[src/rtl/k_and_s_pkg.sv]
// Shared types and constants for the K&S processor: instruction decode
// enumeration, opcode values and ALU operation selects.
package k_and_s_pkg;

    localparam int DATA_W = 16;
    localparam int ADDR_W = 5;
    localparam int RIDX_W = 2;

    typedef enum logic [3:0] {
        I_NOP,
        I_BRANCH,
        I_BZERO,
        I_BNZERO,
        I_BNEG,
        I_BNNEG,
        I_BOV,
        I_BNOV,
        I_LOAD,
        I_STORE,
        I_MOVE,
        I_ADD,
        I_SUB,
        I_AND,
        I_OR,
        I_HALT
    } decoded_instruction_type;

    localparam logic [7:0] OP_NOP    = 8'h00;
    localparam logic [7:0] OP_BRANCH = 8'h01;
    localparam logic [7:0] OP_BZERO  = 8'h02;
    localparam logic [7:0] OP_BNZERO = 8'h03;
    localparam logic [7:0] OP_BNEG   = 8'h04;
    localparam logic [7:0] OP_BNNEG  = 8'h05;
    localparam logic [7:0] OP_BOV    = 8'h06;
    localparam logic [7:0] OP_BNOV   = 8'h07;
    localparam logic [7:0] OP_LOAD   = 8'h81;
    localparam logic [7:0] OP_STORE  = 8'h82;
    localparam logic [7:0] OP_MOVE   = 8'h91;
    localparam logic [7:0] OP_ADD    = 8'hA1;
    localparam logic [7:0] OP_SUB    = 8'hA2;
    localparam logic [7:0] OP_AND    = 8'hA3;
    localparam logic [7:0] OP_OR     = 8'hA4;
    localparam logic [7:0] OP_HALT   = 8'hFF;

    localparam logic [1:0] ALU_OR  = 2'b00;
    localparam logic [1:0] ALU_ADD = 2'b01;
    localparam logic [1:0] ALU_SUB = 2'b10;
    localparam logic [1:0] ALU_AND = 2'b11;

endpackage

[src/rtl/data_path_alu.sv]
// Combinational 16-bit ALU with zero/negative/carry-borrow/signed-overflow
// status; the status is registered by the enclosing data_path.
module alu
    import k_and_s_pkg::*;
(
    input  logic [15:0] a,
    input  logic [15:0] b,
    input  logic [1:0]  operation,
    output logic [15:0] result,
    output logic        zero,
    output logic        neg,
    output logic        unsigned_overflow,
    output logic        signed_overflow
);

    logic [16:0] w_sum;
    logic [16:0] w_diff;

    assign w_sum  = {1'b0, a} + {1'b0, b};
    assign w_diff = {1'b0, a} - {1'b0, b};

    always_comb begin
        result            = a | b;
        unsigned_overflow = 1'b0;
        signed_overflow   = 1'b0;
        case (operation)
            ALU_ADD: begin
                result            = w_sum[15:0];
                unsigned_overflow = w_sum[16];
                signed_overflow   = (a[15] == b[15]) && (w_sum[15] != a[15]);
            end
            ALU_SUB: begin
                result            = w_diff[15:0];
                // Bit 16 of the zero-extended difference is the borrow (a < b).
                unsigned_overflow = w_diff[16];
                signed_overflow   = (a[15] != b[15]) && (w_diff[15] != a[15]);
            end
            ALU_AND: result = a & b;
            default: result = a | b;
        endcase
    end

    assign zero = (result == 16'h0000);
    assign neg  = result[15];

endmodule

[src/rtl/data_path.sv]
// K&S processor datapath: PC, IR, 4x16 register file, ALU and flag register.
// Every state change is gated by a strobe from control_unit.
module data_path
    import k_and_s_pkg::*;
(
    input  logic                    clk,
    input  logic                    rst_n,
    input  logic                    branch,
    input  logic                    pc_enable,
    input  logic                    ir_enable,
    input  logic                    write_reg_enable,
    input  logic                    addr_sel,
    input  logic                    c_sel,
    input  logic [1:0]              operation,
    input  logic                    flags_reg_enable,
    output decoded_instruction_type decoded_instruction,
    output logic                    zero_op,
    output logic                    neg_op,
    output logic                    unsigned_overflow,
    output logic                    signed_overflow,
    output logic [4:0]              ram_addr,
    input  logic [15:0]             data_in,
    output logic [15:0]             data_out
);

    logic [4:0]  r_pc;
    logic [15:0] r_ir;
    logic [15:0] r_regs [4];

    logic [7:0]  w_opcode;
    logic [1:0]  w_a_idx;
    logic [1:0]  w_b_idx;
    logic [1:0]  w_c_idx;
    logic [15:0] w_a_val;
    logic [15:0] w_b_val;
    logic [15:0] w_wdata;
    logic [15:0] w_alu_result;
    logic        w_alu_zero;
    logic        w_alu_neg;
    logic        w_alu_uov;
    logic        w_alu_sov;
    logic        w_unused_ir7;

    assign w_opcode     = r_ir[15:8];
    assign w_unused_ir7 = r_ir[7];

    always_comb begin
        decoded_instruction = I_NOP;
        case (w_opcode)
            OP_BRANCH: decoded_instruction = I_BRANCH;
            OP_BZERO:  decoded_instruction = I_BZERO;
            OP_BNZERO: decoded_instruction = I_BNZERO;
            OP_BNEG:   decoded_instruction = I_BNEG;
            OP_BNNEG:  decoded_instruction = I_BNNEG;
            OP_BOV:    decoded_instruction = I_BOV;
            OP_BNOV:   decoded_instruction = I_BNOV;
            OP_LOAD:   decoded_instruction = I_LOAD;
            OP_STORE:  decoded_instruction = I_STORE;
            OP_MOVE:   decoded_instruction = I_MOVE;
            OP_ADD:    decoded_instruction = I_ADD;
            OP_SUB:    decoded_instruction = I_SUB;
            OP_AND:    decoded_instruction = I_AND;
            OP_OR:     decoded_instruction = I_OR;
            OP_HALT:   decoded_instruction = I_HALT;
            default:   decoded_instruction = I_NOP;
        endcase
    end

    // Register-op field layout is the default; LOAD/STORE and MOVE override it.
    always_comb begin
        w_c_idx = r_ir[5:4];
        w_a_idx = r_ir[3:2];
        w_b_idx = r_ir[1:0];
        case (decoded_instruction)
            I_LOAD, I_STORE: begin
                w_c_idx = r_ir[6:5];
                w_a_idx = r_ir[6:5];
            end
            I_MOVE: begin
                w_c_idx = r_ir[3:2];
                w_a_idx = r_ir[1:0];
                w_b_idx = r_ir[1:0];
            end
            default: ;
        endcase
    end

    assign w_a_val  = r_regs[w_a_idx];
    assign w_b_val  = r_regs[w_b_idx];
    assign data_out = w_a_val;
    assign w_wdata  = c_sel ? data_in : w_alu_result;
    assign ram_addr = addr_sel ? r_ir[4:0] : r_pc;

    alu u_alu (
        .a                 (w_a_val),
        .b                 (w_b_val),
        .operation         (operation),
        .result            (w_alu_result),
        .zero              (w_alu_zero),
        .neg               (w_alu_neg),
        .unsigned_overflow (w_alu_uov),
        .signed_overflow   (w_alu_sov)
    );

    always_ff @(posedge clk or negedge rst_n) begin
        if (!rst_n) begin
            r_pc <= '0;
            r_ir <= '0;
        end else begin
            if (pc_enable)
                r_pc <= branch ? r_ir[4:0] : r_pc + 5'd1;
            if (ir_enable)
                r_ir <= data_in;
        end
    end

    always_ff @(posedge clk or negedge rst_n) begin
        if (!rst_n) begin
            for (int i = 0; i < 4; i++)
                r_regs[i] <= '0;
        end else if (write_reg_enable) begin
            r_regs[w_c_idx] <= w_wdata;
        end
    end

    always_ff @(posedge clk or negedge rst_n) begin
        if (!rst_n) begin
            zero_op           <= 1'b0;
            neg_op            <= 1'b0;
            unsigned_overflow <= 1'b0;
            signed_overflow   <= 1'b0;
        end else if (flags_reg_enable) begin
            zero_op           <= w_alu_zero;
            neg_op            <= w_alu_neg;
            unsigned_overflow <= w_alu_uov;
            signed_overflow   <= w_alu_sov;
        end
    end

endmodule

[config.mk]
export PLATFORM = sky130hd
export DESIGN_NAME = data_path
export DESIGN_NICKNAME = d
export VERILOG_FILES = /design/src/rtl/k_and_s_pkg.sv /design/src/rtl/data_path_alu.sv /design/src/rtl/data_path.sv
export SDC_FILE = /design/constraint.sdc
export NUM_CORES = 1
export LEC_CHECK = 0
export CAP_MARGIN = 30
export CORE_ASPECT_RATIO = 1.5
export CORE_UTILIZATION = 50
export DETAILED_ROUTE_END_ITERATION = 12
export GPL_TIMING_DRIVEN = 0
export HOLD_SLACK_MARGIN = 0.02
export PLACE_DENSITY = 0.7
export SYNTH_ARGS = -nofsm -noshare
export SYNTH_HDL_FRONTEND = slang
export SYNTH_SLANG_ARGS = --single-unit
[constraint.sdc]
create_clock -name clk -period 8.4 [get_ports clk]
set_input_delay 1.68 -clock clk [delete_from_list [all_inputs] [get_ports clk]]
set_output_delay 1.68 -clock clk [all_outputs]
set_load 0.005 [all_outputs]
==> summary.txt, run 1 <==
Synth
  – Combinational family with the most area after synthesis: multiplexers
  – Post-Syn Nets: ~800
  – Unique masters post-synth: just over 80
  – Post-synthesis mux area share: between 20% and 30%
  – Post-synthesis async set-or-reset flop share: 100%
  – Synthesized area per cell: approximately 10 µm²
  – Seq/Total Area, Yosys: between 30% and 40%
  – Ys flop type: dfrtp_1
  – Post-Syn Area: 7270 µm²
  – Post-synthesis register bit count: 88
  – Post-synthesis adder-cell area fraction: roughly a tenth
  – Simple-gate share of the synthesized area: 9.02%
  – Fraction of the mapped netlist area in compound gates: roughly 16%
  – Synth warn: 0
  – Number of synthesized flops with an enable pin: 0
  – Synth Area in XOR/XNOR: between 2 and 2.5%
  – Post-Synthesis Cells: around 710

GRT
  – Grt total ovfl: 0
  – Largest net degree at the start of global routing: slightly below 70
  – GRT Total Usage: between 20% and 30%
  – Vias in the first global route: 5,967
  – Initial antenna violation count: 0
  – First-pass GRT wire length: between 30 and 40 mm

Clock tree
  – Cts bufs inserted: 9
  – H-tree levels: 3
  – Post-CTS resize count: 0
  – Root Buffer: clkbuf_16
  – Clock Sinks: just under 90
  – CTS tree: done
  – Hold_buf cts: 0
  – Clock latency on the worst-skew pair: approximately 0.34 ns
  – Clock-pin slew on the worst setup and hold paths: approximately 0.060 ns
  – Post-CTS setup repair buffer count: 0
  – Max clock buf depth: 2

Place
  – DP HPWL: between 15 and 20 mm
  – Placed insts: 954
  – Final Wtd Congestion: around 0.86
  – IO Port Bufs: 54
  – DP Area: about 8100 µm²

Power and ir drop
  – Power per cell area: 409 nW/µm²
  – Maximum vdd drop: approximately 0.17 mV
  – Power, Total: between 3 and 4 mW
  – Static Leak: roughly 3.7 nW

Critical path
  – Setup CP Type: flip-flop to flip-flop
  – Critical path launch point type: flip-flop
  – Critical Path AT: 6.43 ns
  – Critical Path Slowest Stage Cell: a221oi_1
  – Reg2Reg Depth: 18
  – Critical Path Stages: 18
  – Endpoint class of the critical path: flip-flop
  – Critical Path End: r_regs[62]
  – R2r endpoint: r_regs[62]
  – WP buf/inv: 1
  – Crit path largest cell delay: about 0.5 ns
  – Crit-path most repeated cell: mux2_2
  – WP data required: 8.68 ns
  – Crit-path max FO: 10
  – Worst setup startpoint: r_ir[14]
  – R2R Path Start: r_ir[14]
  – R2R setup slack: about 2.2 ns
  – Critical path's top delay family: compound AO/OA/AOI/OAI gates
  – Cells along the critical path: nor4b_4 > nor3b_2 > a211o_4 > a31oi_1 > o22ai_2 > buf_2 > mux2_2 > ha_1 > fa_1 > or2_2 > a221oi_1 > and3_1 > o41ai_1 > o31a_1 > xnor2_1 > o221a_2 > o21ai_1 > mux2_2

STA
  – Max Fclk: around 160 MHz
  – Endpoints failing setup: 0
  – Total negative slack: 0 ns
  – RSZ-0062 raised after global routing: false
  – Final Max Tran Viols: 0
  – Final hold violations: 0
  – Slew @ Worst Pin: 0.963 ns
  – Min Hold Slack: around 0.51 ns
  – Post-route clock period utilization: roughly 73%
  – Clock period minus worst slack: 6.15 ns
  – Relative slew margins: between 30% and 40%
  – Setup Skew: 0.00606 ns

Cells and area
  – Area grow syn2layout: 15.0%
  – Layout cells sized above 1: about 22%
  – Finished Cell Area: 8360 µm²
  – Most frequent cells in the layout: mux2_2, dfrtp_1, ha_1
  – Final cell count without fillers: 970
  – # diodes: 0
  – Most common cell after layout, fill and taps aside: mux2_2
  – Nets: around 860

Detailed routing
  – Initial DRC count: between 300 and 400
  – DRC viols: 0
  – Antenna Nets Post-Route: 0
  – Pre-antenna DRT Iters: 5
  – Routed WL: 20.2 mm
  – Routed len/inst: 20.8 µm
  – Vias per inst: between 5 and 6
  – Detailed-route via count: between 5,000 and 6,000

Min path
  – Hold crit path type: flip-flop to flip-flop

Floorplan
  – Die Ht: approximately 150 µm
  – FP Rows: 53
  – Core box area: between 10,000 and 15,000 µm²
  – Chip Width: around 100 µm
  – Starting Density: between 50 and 60%
  – # IOs: 56
  – Die area: around 15,000 µm²

Run
  – Max_cap viols: 0

Outcome
  – Status: finished, final reports clean
==> how the worst min path moves through the flow <==
stage | startpoint | end | slack [ns] | cells past startpoint
floorplan | zero_op | zero_op | 0.47 | 2
global placement | neg_op | neg_op | 0.49 | 1
detailed placement | neg_op | neg_op | 0.51 | 1
CTS | neg_op | neg_op | 0.52 | 1
global route | neg_op | neg_op | 0.53 | 1
finish | neg_op | neg_op | 0.51 | 1
==> final cells by class <==
| type | count | area, µm² |
|---|---|---|
| buffer | 40 | 211 |
| clock buffer | 12 | 236 |
| clock inverter | 4 | 45.0 |
| fill | 1233 | 5770 |
| inverter | 54 | 203 |
| multi-input combinational | 525 | 4650 |
| sequential | 88 | 2200 |
| tap | 192 | 240 |
| timing repair buffer | 55 | 566 |
==> cell families after synthesis <==
group / Yosys count
flops: 88
buf+inv: 94
fa+ha+maj: 58
mux: 153
compound gates: 170
simple gates: 124
xor+xnor: 20
==> synth_stat cells, types with 10 or more instances <==
cell type  number  area (µm²)
xnor2_1        16         140
nor2_1         23        86.3
a21oi_1        43         215
buf_2          10        50.1
ha_1           56         701
inv_1          50         188
dfrtp_1        88        2200
nand2_1        43         161
mux4_2         16         360
clkbuf_1       18        67.6
o21ai_0        35         175
mux2_2         90        1010
mux2_4         10         150
mux2i_1        37         370
==> where the power goes <==
group | internal [mW] | switching, mW
clock | 0.229 | 0.156
sequential | 0.596 | 0.143
combinational | 1.06 | 1.24
total | 1.88 | 1.54
==> stage by stage <==
step | util, % | setup WS (ns)
3_5_place_dp | 57.2 | 2.27
4_1_cts | 59.2 | 2.24
6_report | 59.2 | 2.25
2_1_floorplan | - | 3.43
5_1_grt | 59.2 | 1.84
3_3_place_gp | 57.0 | 2.35
==> routing by layer <==
layer | wire length, µm | GRT usage, % | vias to the layer above | share of wire, %
li1 | - | - | 2715 | -
met1 | 8500 | 34.6 | 2913 | 42
met3 | 632 | 3.22 | 33 | 3.1
met4 | 476 | 10.0 | 0 | 2.4
met5 | 0 | 0 | - | 0
met2 | 10600 | 50.8 | 148 | 52
==> worst register-to-register path, delay by kind of cell, from the launching register on <==
family | cells | cell delay, ns
DFF | 1 | 0.46
adders and majority gates | 2 | 0.69
xor gates and xnor gates | 1 | 0.13
and+or+nand+nor | 4 | 1.42
buffers and inverters | 1 | 0.43
AOI/OAI and AO/OA | 8 | 2.34
muxes | 2 | 0.65
==> sequential cells by signal, summed over array words and instances, names as in the netlist <==
signal / cells
signed_overflow: 1
neg_op: 1
zero_op: 1
unsigned_overflow: 1
r_regs: 64
r_ir: 15
r_pc: 5
(Power assumes the default switching activity.)
==> run 2, diff against run 1 <==
==> constraint.sdc (replaced) <==
create_clock -name clk -period 6.4 [get_ports clk]
set_input_delay 1.28 -clock clk [delete_from_list [all_inputs] [get_ports clk]]
set_output_delay 1.28 -clock clk [all_outputs]
set_load 0.005 [all_outputs]
==> run 2 against run 1 <==
Effect of this change:
- non-clock buffer count is the same
- count of clock-buffer cells in the layout is the same
- global-route usage is the same
- total power grew 31%
- wire length is essentially flat
- fmax grew 1.9%
- sequential share of layout area is essentially flat
- core utilization grew 0.089 points
- first-iteration DRC count shrank 0.53%
- setup slack lost 1.9 ns
- hold slack is essentially flat
- sequential power grew 31%
- critical path type unchanged
- critical endpoint unchanged
==> summary.txt, run 2 (synthesis gave the netlist of run 1 again) <==
Power and ir drop
  – Power, Total: 4.49 mW (+31%)
  – Power per cell area: 537 nW/µm² (+31%)
  – Sequential Power Share: 21.6% (about the same)
  – Internal power: 2.47 mW (+31%)
  – Clock share of power: 11.3% (about the same)
  – Static Leak: 3.72 nW (about the same)
  – Net Sw Power: 2.02 mW (+31%)
  – Maximum vdd drop: 0.229 mV (+31%)
  – Combinational power share: 67.1% (about the same)
  – Switching share of power: 45.0% (about the same)

Detailed routing
  – Pre-antenna DRT Iters: 5 (unchanged)
  – Initial DRC count: 378 (-0.53%)
  – Vias per inst: 6.00 (+0.22%)
  – Routed WL: 20.2 mm (about the same)
  – Detailed-route via count: 5,822 (+0.22%)
  – Routed len/inst: 20.8 µm (about the same)
  – DRC viols: 0 (unchanged)
  – Antenna Nets Post-Route: 0 (unchanged)

GRT
  – Grt total ovfl: 0 (unchanged)
  – Vias in the first global route: 5,967 (unchanged)
  – Largest net degree at the start of global routing: 69 (unchanged)
  – GRT Total Usage: 28.3% (unchanged)
  – First-pass GRT wire length: 32.3 mm (unchanged)
  – Initial antenna violation count: 0 (unchanged)

Clock tree
  – Clock Sinks: 88 (unchanged)
  – Cts bufs inserted: 9 (unchanged)
  – Clock-pin slew on the worst setup and hold paths: 0.06 ns (about the same)
  – Max clock buf depth: 2 (unchanged)
  – CTS tree: done
  – H-tree levels: 3 (unchanged)
  – Root Buffer: clkbuf_16
  – Clock latency on the worst-skew pair: 0.34 ns (about the same)

Cells and area
  – Area grow syn2layout: 15.1%
  – Most frequent cells in the layout: mux2_2, dfrtp_1, ha_1
  – Fill cell count: 1,233 (unchanged)
  – Biggest registers after layout: r_regs x64, r_ir x15, r_pc x5
  – Core Util, Final: 59.3% (+0.089 points)
  – Nets: 858 (unchanged)
  – # diodes: 0 (unchanged)
  – Layout cells sized above 1: 22.5% (+0.13 points)
  – Max reg flops: 64 (unchanged)
  – Most common cell after layout, fill and taps aside: mux2_2
  – Largest register by flop count: r_regs

Floorplan
  – Die area: 15,000 µm² (unchanged)
  – Starting Density: 51.5% (unchanged)
  – Chip Width: 100 µm (unchanged)
  – Core box area: 14,100 µm² (unchanged)
  – # IOs: 56 (unchanged)
  – Die Ht: 150 µm (unchanged)
  – FP Rows: 53 (unchanged)

Place
  – IO Port Bufs: 54 (unchanged)
  – DP HPWL: 15.5 mm (unchanged)
  – Final Wtd Congestion: 0.861 (unchanged)

STA
  – Setup Skew: 0.00631 ns (+0.000251 ns)
  – Final hold violations: 0 (unchanged)
  – Final Max Tran Viols: 0 (unchanged)
  – Relative slew margins: 36.7% (+0.83 points)
  – Total negative slack: 0 ns (unchanged)
  – Endpoints failing setup: 0 (unchanged)
  – Post-route clock period utilization: 94.3% (+21 points)
  – Max Fclk: 166 MHz (+1.9%)
  – Clock period minus worst slack: 6.04 ns (-0.118 ns)
  – RSZ-0062 raised after global routing: false
  – Slew @ Worst Pin: 0.950 ns (-0.0125 ns)

Critical path
  – Worst setup startpoint: r_ir[14]
  – Setup CP Type: flip-flop to flip-flop
  – R2R setup slack: 0.36 ns (-1.88 ns)
  – Critical Path End: r_regs[62]
  – R2R Path Start: r_ir[14]
  – Critical path launch point type: flip-flop
  – Critical Path AT: 6.32 ns (-0.11 ns)
  – Crit-path max FO: 10 (unchanged)
  – Reg2Reg Depth: 18 (unchanged)
  – R2r endpoint: r_regs[62]
  – Endpoint class of the critical path: flip-flop
  – WP data required: 6.68 ns (-2.00 ns)

Outcome
  – Status: finished, final reports clean

Min path
  – Hold crit path type: flip-flop to flip-flop

Run
  – Max_cap viols: 0 (unchanged)
==> run 2: cell counts in the layout (fill, tap and decap cells not counted) <==
No cell type changed its count.
==> run 2: critical path, cell delays in order (launching register included) <==
cell and delay, ns:
dfrtp_1 0.46, nor4b_4 0.47, nor3b_2 0.31, a211o_4 0.19, a31oi_1 0.14, o22ai_4 0.36, buf_2 0.40, mux2_2 0.42
ha_1 0.23, fa_1 0.45, or2_2 0.32, a221oi_1 0.49, and3_1 0.32, o41ai_1 0.14, o31a_1 0.32, xnor2_1 0.13
o221a_2 0.30, o21ai_1 0.30, mux2_2 0.22
==> run 2: how the worst min path moves through the flow <==
stage	from	endpoint	slack, ns	cells after the start
after detailed placement	neg_op	neg_op	0.51	1
after global placement	neg_op	neg_op	0.49	1
final	neg_op	neg_op	0.51	1
after CTS	neg_op	neg_op	0.52	1
after floorplan	zero_op	zero_op	0.47	2
after global routing	neg_op	neg_op	0.53	1
==> run 2: routing by layer <==
| layer | vias up | track usage (%) | share of wire (%) |
|---|---|---|---|
| li1 | 2713 | - | - |
| met1 | 2927 | 34.6 | 42 |
| met2 | 149 | 50.8 | 52 |
| met3 | 33 | 3.22 | 3.2 |
| met4 | 0 | 10.0 | 2.4 |
| met5 | - | 0 | 0 |
==> run 2: final cells by class <==
cell class | count | area (µm²) | share of cell area (%)
plain buffers | 40 | 211 | 2.53
clock buffers | 12 | 236 | 2.83
clock inverters | 4 | 45.0 | 0.538
inverters | 54 | 203 | 2.42
multi-input cells | 525 | 4670 | 55.8
flip-flops and latches | 88 | 2200 | 26.3
well taps | 192 | 240 | 2.87
repair buffers | 55 | 566 | 6.76
==> run 2: power by group through the flow <==
stage	sequential, mW	combinational, mW	clock, mW
floorplan	0.908	2.20	0
global placement	0.935	2.90	0
detailed placement	0.970	2.96	0
CTS	0.960	2.98	0.513
global route	0.996	3.31	0.538
finish	0.970	3.01	0.507
==> run 2: per-stage QoR <==
stage | instances | instance area, µm² | hold WS (ns) | worst slack, ns
after floorplan | 707 | 7270 | 0.474 | 1.43
after global placement | 953 | 8050 | 0.491 | 0.352
after detailed placement | 954 | 8080 | 0.505 | 0.274
after CTS | 970 | 8360 | 0.519 | 0.241
after global routing | 970 | 8370 | 0.532 | 0.0342
final | 970 | 8370 | 0.514 | 0.363
==> run 2: repair_timing <==
action                                 4_1_cts  5_1_grt
endpoints found under the hold margin        0        0
buffers inserted                             0        0
resized for setup                            0        2
setup endpoints to repair                    0       13
hold buffers                                 0        0
